**src/rtl/bcp_host_driver.sv**
```systemverilog
// bcp_host_driver: issues one BCP command register image, completes the opcode handshake, returns status; optional watchdog via BCP_DRV_TIMEOUT_EN.
module bcp_host_driver #(
  parameter int VARIABLE_ENCODING_LEN = 5,
  parameter int CLAUSE_ID_LEN = 7,
  parameter int TIMEOUT_CYCLES = 1024
) (
  input  logic                               clk_i,
  input  logic                               rst_i,
  input  logic                               cmd_valid_i,
  output logic                               cmd_ready_o,
  input  logic [1:0]                         cmd_op_i,
  input  logic [CLAUSE_ID_LEN-1:0]           cmd_clause_id_i,
  input  logic [3*VARIABLE_ENCODING_LEN-1:0] cmd_var_ids_i,
  input  logic [2:0]                         cmd_var_pols_i,
  output logic [31:0]                        axi_reg0_o,
  output logic [31:0]                        axi_reg1_o,
  output logic [31:0]                        axi_reg2_o,
  output logic [31:0]                        axi_reg3_o,
  input  logic                               op_read_i,
  input  logic [31:0]                        status_i,
  input  logic [VARIABLE_ENCODING_LEN:0]     implication_i,
  output logic                               rsp_valid_o,
  input  logic                               rsp_ready_i,
  output logic [2:0]                         rsp_status_o,
  output logic                               rsp_fresh_o,
  output logic [VARIABLE_ENCODING_LEN:0]     rsp_impl_o
);
  localparam int V = VARIABLE_ENCODING_LEN;
  typedef enum logic [1:0] {IDLE, ISSUE, RELEASE, RESPOND} state_t;
  state_t state, state_n;
  logic [31:0] r0_n, r1_n, r2_n, r3_n, snap, snap_n;
  logic [2:0] st_n;
  logic fr_n;
  logic [V:0] im_n;
  function automatic logic [31:0] lit(input logic pol, input logic [V-1:0] id);
    lit = '0;
    lit[0] = pol;
    lit[1+:V] = id;
  endfunction
`ifdef BCP_DRV_TIMEOUT_EN
  localparam int TW = $clog2(TIMEOUT_CYCLES + 1);
  logic [TW-1:0] cnt;
`endif
  always_comb begin
    state_n = state;
    r0_n = axi_reg0_o;
    r1_n = axi_reg1_o;
    r2_n = axi_reg2_o;
    r3_n = axi_reg3_o;
    snap_n = snap;
    st_n = rsp_status_o;
    fr_n = rsp_fresh_o;
    im_n = rsp_impl_o;
    case (state)
      IDLE: if (cmd_valid_i && cmd_ready_o) begin
        snap_n = status_i;
        state_n = (cmd_op_i == 2'b00) ? RESPOND : ISSUE;
        if (cmd_op_i != 2'b00) begin
          r0_n = '0;
          r0_n[1:0] = cmd_op_i;
          r0_n[2+:CLAUSE_ID_LEN] = cmd_clause_id_i;
          r1_n = lit(cmd_var_pols_i[0], cmd_var_ids_i[0+:V]);
          r2_n = lit(cmd_var_pols_i[1], cmd_var_ids_i[V+:V]);
          r3_n = lit(cmd_var_pols_i[2], cmd_var_ids_i[2*V+:V]);
        end else begin
          st_n = status_i[2:0];
          fr_n = 1'b0;
          im_n = implication_i;
        end
      end
      ISSUE: if (op_read_i) begin
        state_n = RELEASE;
        r0_n[1:0] = 2'b00;
      end
      RELEASE: if (!op_read_i) begin
        state_n = RESPOND;
        st_n = status_i[2:0];
        fr_n = status_i != snap;
        im_n = implication_i;
      end
      default: if (rsp_ready_i) begin
        state_n = IDLE;
        {r0_n, r1_n, r2_n, r3_n} = '0;
      end
    endcase
`ifdef BCP_DRV_TIMEOUT_EN
    if ((state == ISSUE || state == RELEASE) && state_n == state && cnt == TW'(TIMEOUT_CYCLES - 1)) begin
      state_n = RESPOND;
      r0_n[1:0] = 2'b00;
      st_n = 3'b111;
      fr_n = 1'b0;
      im_n = '0;
    end
`endif
  end
  always_ff @(posedge clk_i) begin
    if (rst_i) begin
      state <= IDLE;
      {axi_reg0_o, axi_reg1_o, axi_reg2_o, axi_reg3_o, snap} <= '0;
      {cmd_ready_o, rsp_valid_o, rsp_status_o, rsp_fresh_o, rsp_impl_o} <= '0;
    end else begin
      state <= state_n;
      axi_reg0_o <= r0_n;
      axi_reg1_o <= r1_n;
      axi_reg2_o <= r2_n;
      axi_reg3_o <= r3_n;
      snap <= snap_n;
      cmd_ready_o <= state_n == IDLE;
      rsp_valid_o <= state_n == RESPOND;
      rsp_status_o <= st_n;
      rsp_fresh_o <= fr_n;
      rsp_impl_o <= im_n;
    end
  end
`ifdef BCP_DRV_TIMEOUT_EN
  always_ff @(posedge clk_i) cnt <= (rst_i || state_n != state) ? '0 : cnt + 1'b1;
`endif
endmodule
```
**config.mk**
```make
export PLATFORM = sky130hd
export DESIGN_NAME = bcp_host_driver
export DESIGN_NICKNAME = d
export VERILOG_FILES = /design/src/rtl/bcp_host_driver.sv
export SDC_FILE = /design/constraint.sdc
export NUM_CORES = 1
export LEC_CHECK = 0
export ABC_AREA = 1
export BUFFER_PORTS_ARGS = -buffer_cell sky130_fd_sc_hd__buf_2
export CAP_MARGIN = 20
export CORE_MARGIN = 4
export CORE_UTILIZATION = 50
export DETAILED_ROUTE_END_ITERATION = 6
export PLACE_DENSITY = 0.87
export SETUP_SLACK_MARGIN = 0.1
export SLEW_MARGIN = 10
export SYNTH_ARGS = -nofsm -noshare
export SYNTH_HDL_FRONTEND = slang
export SYNTH_SLANG_ARGS = --single-unit
export TNS_END_PERCENT = 10
```
**constraint.sdc**
```tcl
create_clock -name clk_i -period 4.65 [get_ports clk_i]
set_clock_uncertainty 0.1 [all_clocks]
set_input_delay 0.465 -clock clk_i [delete_from_list [all_inputs] [get_ports clk_i]]
set_output_delay 0.465 -clock clk_i [all_outputs]
set_load 0.01 [all_outputs]
```
==> impl_results.md <==
* Top area cells in the synthesized netlist: dfxtp_1 (36%), buf_4 (18%), nand3_1 (9.0%), a21oi_1 (7.8%), nand2_1 (7.4%)
* Kind of start point of the critical path: flip-flop
* Pre-antenna DRT Iters at 6
* Count of final hold-check violations at 0
* Mapped Area at 4100 um2
* Post-DRT Antenna Nets at 0
* Setup violators final at 0
* Worst ir drop on vdd at 0.272 mV
* Final worst path period need at 2.80 ns
* Worst EP arrival at 2.94 ns
* Final Max Tran Viols at 0
* H-Tree Depth at 3
* DRT iter0 DRCs at 107
* Synthesized area per cell at 7.55 um2
* FMAX at 0.357 GHz
* Multi-input combinational cell area at 1990 um2
* CTS resizes at 0
* Detailed-placement wirelength estimate at 6870 um
* Number of fill cells at 743
* Clock network latency to the later pin of the worst-skew pair at 0.34 ns
* Largest net degree at the start of global routing at 54
* Clock sink total at 73
* Core area at 7850 um2
* Synthesized instance count at 543
* Ant diodes at 0
* Hold Path Class: in -> reg
* Final #Nets at 711
* Die X at 98.6 um
* Layout cells sized above 1 at 0.214
* Worst rel slew slack at 0.548
* Number of global-route vias before repair at 3193
* Longest Clk Path Bufs at 2
* Sequential cell area at 1460 um2
* CP endpoint kind: flip-flop
* PwrDens at 542 nW/um2
* # DRC at 0
* Final TNS setup at 0 ns
* Clock Tree Root: clkbuf_8
* Die span in y at 98.6 um
* Initial antenna violation count at 0
* Via density at 4.71
* Via count at 3501
* LEAKAGE at 0.00213 uW
* Status: finished, final reports clean
* Post-Route WL at 9250 um
* Clk slew on worst S/H paths at 0.08 ns
* CTS tree: built
* Register area share after synthesis at 0.356
* Avg WL per Cell at 12.5 um
* GPL Wtd Cong at 0.784
* Cts hold-fix bufs at 0
* Starting Density at 0.522
* Final worst-path cycle share at 0.602
* Tot Pwr at 2440 uW
* Layout area overhead at 9.89%
* Die area at 9710 um2
* # port buffers at 108
* Gr ovfl total at 0
* Max-cap violations at 0
* Yosys top cell area share at 0.356
* Worst Path Required at 4.79 ns
* First-pass GRT wire length at 14600 um
* Yosys warns at 0
* Slew at the pin with the worst max-slew slack at 0.676 ns
* Post-CTS Repair Setup Buffers at 0
* Overall routing resource usage at 0.178
* RSZ-0062 raised after global routing: no
* Worst Path Max Fanout at 39
* Library cells used by synthesis at 24
* Top Ports at 210
* Yosys reg bits at 73
* Largest area contributor in the netlist: dfxtp_1
* Row Count at 32
* Total CTS buffers at 9
* Crit Path Category: reg -> reg
through the flow:
step	cells	hold WS, ns	util	worst slack (ns)	cell area, um2
floorplan	643	0.344	-	2.95	4480
global placement	728	0.353	0.541	2.06	4250
detailed placement	728	0.365	0.541	1.90	4250
CTS	743	0.236	0.574	1.88	4510
global route	743	0.256	0.574	1.61	4510
finish	743	0.252	0.574	1.85	4510
flip-flops by register name (all words and copies together), names as in the netlist:
signal	flops
axi_reg0_o	9
axi_reg1_o	6
axi_reg2_o	6
axi_reg3_o	6
cmd_ready_o	1
rsp_fresh_o	1
rsp_impl_o	6
rsp_status_o	3
rsp_valid_o	1
snap	32
state	2
layout by cell type, fill, tap and decap left out, drive strengths merged:
cell	instances
buf	111
conb	101
clkinv	1
a32oi	1
a21oi	66
nor3	4
inv	28
ha	4
o21ai	22
dfxtp	73
clkbuf	10
bufinv	4
nand2	86
a31o	1
o211ai	1
xnor2	23
nor2	31
nand3	74
kinds of logic (layout without fill, tap and decap cells):
kind of cell | count (synthesis) | after routing | synth area share
xor gates and xnor gates | 23 | 23 | 0.0491
other | 1 | 101 | 0.000915
buffers and inverters | 156 | 154 | 0.250
DFF | 73 | 73 | 0.356
and+or+nand+nor | 195 | 195 | 0.214
adders and majority gates | 4 | 4 | 0.0122
AOI/OAI and AO/OA | 91 | 91 | 0.117
cell type report:
type / count / share of cell area
Clock buffer: 10 / 0.0283
Inverter: 28 / 0.0233
Clock inverter: 5 / 0.0286
Sequential cell: 73 / 0.324
Multi-Input combinational cell: 414 / 0.442
Timing Repair Buffer: 111 / 0.125
Tap cell: 102 / 0.0283
Yosys cell counts:
| master | n |
|---|---|
| buf_4 | 101 |
| nand3_1 | 74 |
| nand2_4 | 4 |
| nor2_8 | 1 |
| inv_2 | 1 |
| o21ai_0 | 13 |
| o211ai_1 | 1 |
| nor3_1 | 4 |
| o21ai_1 | 7 |
| clkbuf_1 | 19 |
| a21oi_1 | 64 |
| a32oi_1 | 1 |
| dfxtp_1 | 73 |
| a21oi_2 | 2 |
| xnor2_1 | 23 |
| o21ai_2 | 2 |
| ha_1 | 4 |
| a31o_1 | 1 |
| conb_1 | 1 |
| inv_1 | 27 |
| nand2_2 | 1 |
| nor2_1 | 30 |
| buf_6 | 8 |
| nand2_1 | 81 |
where the power goes:
part	internal [uW]	switching, uW	total, uW
Combinational	313	615	928
Clock	409	237	646
Sequential	779	89.6	869
path summary, 6_finish.rpt:
kind	to	startpoint	cells past startpoint	slack (ns)
setup / recovery	rsp_impl_o[5]	state[1]	10	1.85
setup reg to reg	rsp_impl_o[5]	state[1]	10	1.85
hold reg to reg	snap[20]	snap[20]	2	0.38
hold / removal	rsp_impl_o[0]	implication_i[0]	3	0.25
critical path, stage by stage, from the launching register on:
cell and delay (ns):
dfxtp_1 0.37, inv_1 0.13, ha_2 0.41, buf_4 0.46
nand2_4 0.11, o21ai_2 0.07, nand2_2 0.07, a21oi_2 0.44
inv_1 0.27, nor2_1 0.16, nor2_1 0.06
metal layers:
metal	track usage	wire length (um)
met1	0.215	3650
met2	0.310	4660
met3	0.0467	844
met4	0.0515	102
met5	0	0
No activity file was read; power rests on OpenSTA's default activity.
